==> src/rtl/uart_tx_arbiter.sv <==
// Round-robin scheduler for two byte sources in front of the shared UART transmitter.
// Define UART_ARB_FIXED_PRIO_EN to give channel 0 strict priority instead of round-robin.
module uart_tx_arbiter #(
    parameter int unsigned BIT_CYCLES = 20834,
    parameter int unsigned FRAME_BITS = 10,
    parameter int unsigned GAP_CYCLES = 2,
    parameter int unsigned CNT_W      = 18
) (
    input  logic       clk,
    input  logic       rst_n,
    input  logic       req0,
    input  logic [7:0] data0,
    output logic       ack0,
    input  logic       req1,
    input  logic [7:0] data1,
    output logic       ack1,
    output logic       tx_key,
    output logic [7:0] tx_data,
    output logic       busy,
    output logic       gnt_id
);

    typedef enum logic [1:0] {
        IDLE,
        FIRE,
        WAIT
    } state_t;

    // WAIT exits on the edge where the counter reaches P-1, so the next grant
    // lands exactly P clocks after the previous one under continuous requests.
    localparam logic [CNT_W-1:0] END_CNT =
        CNT_W'(BIT_CYCLES * FRAME_BITS + GAP_CYCLES - 2);

    state_t           state, state_nxt;
    logic [CNT_W-1:0] cnt, cnt_nxt;
    logic             last, last_nxt;
    logic             any_req, win;
    logic             tx_key_nxt, ack0_nxt, ack1_nxt, busy_nxt, gnt_id_nxt;
    logic [7:0]       tx_data_nxt;

    always_comb begin
        any_req = req0 | req1;
`ifdef UART_ARB_FIXED_PRIO_EN
        win = ~req0;
`else
        win = (req0 && req1) ? ~last : req1;
`endif
    end

    always_ff @(posedge clk or negedge rst_n) begin
        if (!rst_n) begin
            state   <= IDLE;
            cnt     <= '0;
            last    <= 1'b1;
            tx_key  <= 1'b1;
            tx_data <= '0;
            ack0    <= 1'b0;
            ack1    <= 1'b0;
            busy    <= 1'b0;
            gnt_id  <= 1'b0;
        end else begin
            state   <= state_nxt;
            cnt     <= cnt_nxt;
            last    <= last_nxt;
            tx_key  <= tx_key_nxt;
            tx_data <= tx_data_nxt;
            ack0    <= ack0_nxt;
            ack1    <= ack1_nxt;
            busy    <= busy_nxt;
            gnt_id  <= gnt_id_nxt;
        end
    end

    always_comb begin
        state_nxt = state;
        case (state)
            IDLE:    if (any_req) state_nxt = FIRE;
            FIRE:    state_nxt = WAIT;
            WAIT:    if (cnt == END_CNT) state_nxt = IDLE;
            default: state_nxt = IDLE;
        endcase
    end

    always_comb begin
        cnt_nxt     = cnt;
        last_nxt    = last;
        tx_key_nxt  = 1'b1;
        tx_data_nxt = tx_data;
        ack0_nxt    = 1'b0;
        ack1_nxt    = 1'b0;
        busy_nxt    = busy;
        gnt_id_nxt  = gnt_id;
        case (state)
            IDLE: begin
                if (any_req) begin
                    tx_data_nxt = win ? data1 : data0;
                    ack0_nxt    = ~win;
                    ack1_nxt    = win;
                    tx_key_nxt  = 1'b0;
                    busy_nxt    = 1'b1;
                    gnt_id_nxt  = win;
                    last_nxt    = win;
                    cnt_nxt     = '0;
                end
            end
            FIRE: cnt_nxt = cnt + CNT_W'(1);
            WAIT: begin
                cnt_nxt = cnt + CNT_W'(1);
                if (cnt == END_CNT) busy_nxt = 1'b0;
            end
            default: begin
                cnt_nxt  = '0;
                busy_nxt = 1'b0;
            end
        endcase
    end

endmodule
==> config.mk <==
export PLATFORM = sky130hd
export DESIGN_NAME = uart_tx_arbiter
export DESIGN_NICKNAME = d
export VERILOG_FILES = /design/src/rtl/uart_tx_arbiter.sv
export SDC_FILE = /design/constraint.sdc
export NUM_CORES = 1
export LEC_CHECK = 0
export CAP_MARGIN = 20
export CORE_MARGIN = 2
export CORE_UTILIZATION = 40
export DETAILED_ROUTE_END_ITERATION = 10
export HOLD_SLACK_MARGIN = 0.15
export SYNTH_ARGS = -nofsm -noshare
export SYNTH_HDL_FRONTEND = slang
export SYNTH_SLANG_ARGS = --single-unit
export TNS_END_PERCENT = 20
==> constraint.sdc <==
create_clock -name clk -period 3.92 [get_ports clk]
set_input_delay 0.98 -clock clk [delete_from_list [all_inputs] [get_ports clk]]
set_output_delay 0.98 -clock clk [all_outputs]
set_load 0.05 [all_outputs]
==> impl_results.html <==
<table>
<tr><th>Metric</th><th>Value</th></tr>
<tr><th colspan="2">Die</th></tr>
<tr><td>Starting Density</td><td>0.410</td></tr>
<tr><td>Die Span Y</td><td>70.3 um</td></tr>
<tr><td>Number of primary I/O pins</td><td>33</td></tr>
<tr><td>Width of the die</td><td>70.3 um</td></tr>
<tr><td>Number of placement rows</td><td>24</td></tr>
<tr><td>Area of the die</td><td>0.00494 mm2</td></tr>
<tr><td>CORE AREA</td><td>0.00429 mm2</td></tr>
<tr><th colspan="2">Cells and area</th></tr>
<tr><td>Antenna Diode Count</td><td>0</td></tr>
<tr><td>Count of fill cells added during filler insertion</td><td>397</td></tr>
<tr><td>Leading cell types in the layout, fill and taps excluded</td><td>sky130_fd_sc_hd__dfrtp_1 (32), sky130_fd_sc_hd__clkdlybuf4s50_1 (32), sky130_fd_sc_hd__nand2_1 (17)</td></tr>
<tr><td>Area Overhead vs Synth</td><td>26.4%</td></tr>
<tr><td>Proportion of layout cells with a drive suffix above 1</td><td>0.0981</td></tr>
<tr><td>Final #Nets</td><td>239</td></tr>
<tr><td>Post-route insts no fill</td><td>266</td></tr>
<tr><th colspan="2">Timing</th></tr>
<tr><td>Slew of the pin with the lowest slew margin</td><td>0.894 ns</td></tr>
<tr><td>Least setup slack across all paths after layout</td><td>1.33 ns</td></tr>
<tr><td>Setup violation total in the final timing report</td><td>0</td></tr>
<tr><td>Final worst-path cycle share</td><td>0.661</td></tr>
<tr><td>Relative slew slack</td><td>0.402</td></tr>
<tr><td>Shortest clock period the worst path allows after layout</td><td>2.59 ns</td></tr>
<tr><td>Achievable clock frequency</td><td>386 MHz</td></tr>
<tr><td>Total count of max-transition violations in the final report</td><td>0</td></tr>
<tr><td>Total negative slack</td><td>0 ns</td></tr>
<tr><td>Setup repair after global routing missed its margin</td><td>false</td></tr>
<tr><td>Endpoints failing hold</td><td>0</td></tr>
<tr><td>Clock tree skew after final layout</td><td>0.00625 ns</td></tr>
<tr><th colspan="2">Global routing</th></tr>
<tr><td>GRT Overall Usage</td><td>0.166</td></tr>
<tr><td>Pin count of the biggest net entering global routing</td><td>35</td></tr>
<tr><td>First-pass GRT wire length</td><td>6.53 mm</td></tr>
<tr><td>Gr ovfl total</td><td>0</td></tr>
<tr><td>Number of global-route vias before repair</td><td>1,442</td></tr>
<tr><td>Number of antenna violations at the first check in global routing</td><td>0</td></tr>
<tr><th colspan="2">Synth</th></tr>
<tr><td>Xor and xnor fraction of the mapped netlist area</td><td>0.0299</td></tr>
<tr><td>Adder and majority gate portion of the synthesized area</td><td>0.0356</td></tr>
<tr><td>Yosys warning count</td><td>0</td></tr>
<tr><td>Netlist area before placement</td><td>0.00176 mm2</td></tr>
<tr><td>Syn Area/Cell</td><td>9.88 um2</td></tr>
<tr><td>Proportion of synthesized area in mux cells</td><td>0.0398</td></tr>
<tr><td>Distinct cell type count after synthesis</td><td>45</td></tr>
<tr><td>Synth Instances</td><td>178</td></tr>
<tr><td>Area fraction in and, or, nand and nor cells after synthesis</td><td>0.233</td></tr>
<tr><td>Flip-flop and latch count after synthesis</td><td>34</td></tr>
<tr><td>Part of the Yosys area used for sequential elements</td><td>0.485</td></tr>
<tr><td>Largest family of logic cells by synthesized area</td><td>simple AND/OR/NAND/NOR gates</td></tr>
<tr><td>Compound-gate portion of the synthesized area</td><td>0.144</td></tr>
<tr><td>Synthesized net count</td><td>203</td></tr>
<tr><th colspan="2">Routing</th></tr>
<tr><td>Final antenna-violating net count</td><td>0</td></tr>
<tr><td>Total vias in the final route</td><td>1,481</td></tr>
<tr><td>Uppermost layer routed</td><td>met4</td></tr>
<tr><td>Metal3 WL</td><td>265 um</td></tr>
<tr><td>Iter 0 DRT Violations</td><td>62</td></tr>
<tr><td>DR WL/cell</td><td>14.4 um</td></tr>
<tr><td>Initial DRT Pass Iterations</td><td>4</td></tr>
<tr><td>Total DRC errors in the routed layout</td><td>0</td></tr>
<tr><td>Final wirelength</td><td>3.83 mm</td></tr>
<tr><td>Routed met2 length</td><td>1.83 mm</td></tr>
<tr><td>Sum of routed wire segments on met1</td><td>1.68 mm</td></tr>
<tr><td>Ratio of routed vias to standard cells</td><td>5.57</td></tr>
<tr><th colspan="2">Setup path</th></tr>
<tr><td>Worst-path maximum fanout</td><td>11</td></tr>
<tr><td>Critical path type</td><td>in2reg</td></tr>
<tr><td>Critical path startpoint category</td><td>input port</td></tr>
<tr><td>Element type at the critical path end</td><td>flip-flop</td></tr>
<tr><td>WP data arrival</td><td>2.82 ns</td></tr>
<tr><td>Required time at the worst-slack endpoint</td><td>4.15 ns</td></tr>
<tr><th colspan="2">Clocking</th></tr>
<tr><td>CTS hold repair buffers</td><td>0</td></tr>
<tr><td>Clock latency on the worst-skew pair</td><td>0.29 ns</td></tr>
<tr><td>Number of resized instances in the post-cts repair step</td><td>0</td></tr>
<tr><td>Setup bufs post-CTS</td><td>0</td></tr>
<tr><td>CTS Sinks</td><td>34</td></tr>
<tr><td>Number of H-tree levels</td><td>2</td></tr>
<tr><td>Longest Clk Path Bufs</td><td>2</td></tr>
<tr><td>Inserted Clock Buffers</td><td>5</td></tr>
<tr><td>Clk slew on worst S/H paths</td><td>0.07 ns</td></tr>
<tr><td>Clock tree from TritonCTS</td><td>done</td></tr>
<tr><td>Clock tree root driver cell</td><td>sky130_fd_sc_hd__clkbuf_8</td></tr>
<tr><th colspan="2">Power and ir drop</th></tr>
<tr><td>IR Drop Worst-Case VDD</td><td>0.296 mV</td></tr>
<tr><td>Total power divided by cell area</td><td>660 mW/mm2</td></tr>
<tr><td>Pleak</td><td>0.924 nW</td></tr>
<tr><th colspan="2">Place</th></tr>
<tr><td>Final HPWL DP</td><td>2.86 mm</td></tr>
<tr><td># placed instances</td><td>259</td></tr>
<tr><td>Final Wtd Congestion</td><td>0.828</td></tr>
<tr><td>Setup slack after placement</td><td>1.04 ns</td></tr>
<tr><td>Total of buffers placed on input and output ports</td><td>32</td></tr>
<tr><th colspan="2">Min path</th></tr>
<tr><td>Min-Delay Path Class</td><td>reg2reg</td></tr>
<tr><th colspan="2">Run</th></tr>
<tr><td>Max Cap Viol</td><td>0</td></tr>
<tr><th colspan="2">Run status</th></tr>
<tr><td>Outcome</td><td>finished, final reports clean</td></tr>
</table>
worst max-delay path, stage by stage:
cell	delay [ns]
sky130_fd_sc_hd__clkdlybuf4s50_1	0.51
sky130_fd_sc_hd__nor3b_1	0.06
sky130_fd_sc_hd__buf_4	0.17
sky130_fd_sc_hd__or4_4	0.58
sky130_fd_sc_hd__or4_1	0.43
sky130_fd_sc_hd__nand2_1	0.08
flip-flops by register name (all words and copies together), names as in the netlist:
| signal | count |
|---|---|
| gnt_id | 1 |
| last | 1 |
| tx_key | 1 |
| ack0 | 1 |
| busy | 1 |
| state | 2 |
| cnt | 18 |
| tx_data | 8 |
| ack1 | 1 |
synth_stat cells (all sizes together):
| cell | number | area (um2) |
|---|---|---|
| dfrtp | 32 | 801 |
| nand2 | 17 | 63.8 |
| o21ai | 16 | 80.1 |
| nand3 | 10 | 55.1 |
| nor2 | 8 | 30.0 |
| inv | 7 | 26.3 |
| mux2i | 7 | 70.1 |
| or4 | 7 | 56.3 |
| a21oi | 6 | 30.0 |
| nand4 | 6 | 37.5 |
| ha | 5 | 62.6 |
| clkbuf | 4 | 15.0 |
| o31ai | 4 | 30.0 |
| xnor2 | 4 | 35.0 |
| buf | 3 | 15.0 |
| nor3 | 3 | 15.0 |
| o211ai | 3 | 22.5 |
| or2 | 3 | 18.8 |
| a21o | 2 | 15.0 |
| and2 | 2 | 12.5 |
| and3 | 2 | 13.8 |
| dfstp | 2 | 52.6 |
| nand2b | 2 | 12.5 |
| nor2b | 2 | 12.5 |
| nor3b | 2 | 15.0 |
| nor4b | 2 | 17.5 |
| or3 | 2 | 12.5 |
| xor2 | 2 | 17.5 |
| a211o | 1 | 8.76 |
| a21boi | 1 | 7.51 |
| a221o | 1 | 10.0 |
| a22oi | 1 | 7.51 |
| a311o | 1 | 10.0 |
| a31o | 1 | 8.76 |
| and4b | 1 | 10.0 |
| and4bb | 1 | 12.5 |
| nor4 | 1 | 6.26 |
| o22ai | 1 | 6.26 |
| o311ai | 1 | 8.76 |
| o31a | 1 | 8.76 |
| or3b | 1 | 8.76 |
final timing paths:
| kind | cells after the start | slack (ns) | end | from |
|---|---|---|---|---|
| setup / recovery | 6 | 1.33 | cnt[16] | req0 |
| hold / removal | 1 | 0.48 | gnt_id | gnt_id |
| setup reg to reg | 7 | 1.73 | cnt[16] | state[0] |
| hold reg to reg | 1 | 0.48 | gnt_id | gnt_id |
| max in group asynchronous | 2 | 2.49 | tx_key | rst_n |
| min in group asynchronous | 2 | 1.10 | tx_data[7] | rst_n |
logic make-up (layout without fill, tap and decap cells):
logic type | count (synthesis) | in the layout
and+or+nand+nor | 72 | 72
muxes | 7 | 7
adders and majority gates | 5 | 5
AOI/OAI and AO/OA | 40 | 40
buffers and inverters | 14 | 50
xor gates and xnor gates | 6 | 6
DFF | 34 | 34
final cells by class:
class,count,area (um2),share of cell area
sequential,34,853,0.384
multi-input combinational,130,850,0.382
timing repair buffer,36,350,0.158
clock buffer,5,68.8,0.0310
tap,52,65.1,0.0293
inverter,7,26.3,0.0118
clock inverter,2,10.0,0.00450
metal layers:
metal  vias up  GRT usage
li1        721          -
met1       704      0.193
met2        50      0.289
met3         6     0.0462
met4         0     0.0641
met5         -          0
through the flow:
step           utilization  hold WS, ns  total power [mW]  instance area [um2]
2_1_floorplan            -        0.492              1.01                 1760
3_3_place_gp         0.499        0.462              1.23                 2140
3_5_place_dp         0.499        0.471              1.25                 2140
4_1_cts              0.518        0.487              1.49                 2220
5_1_grt              0.518        0.524              1.57                 2220
6_report             0.518        0.481              1.47                 2220
power breakdown:
part           leakage, nW  total (mW)  switching [mW]  internal [mW]
clock network       0.0438       0.239           0.120          0.119
registers            0.445       0.503          0.0553          0.448
logic                0.435       0.726           0.459          0.268
Power figures use the tool's default switching activity.
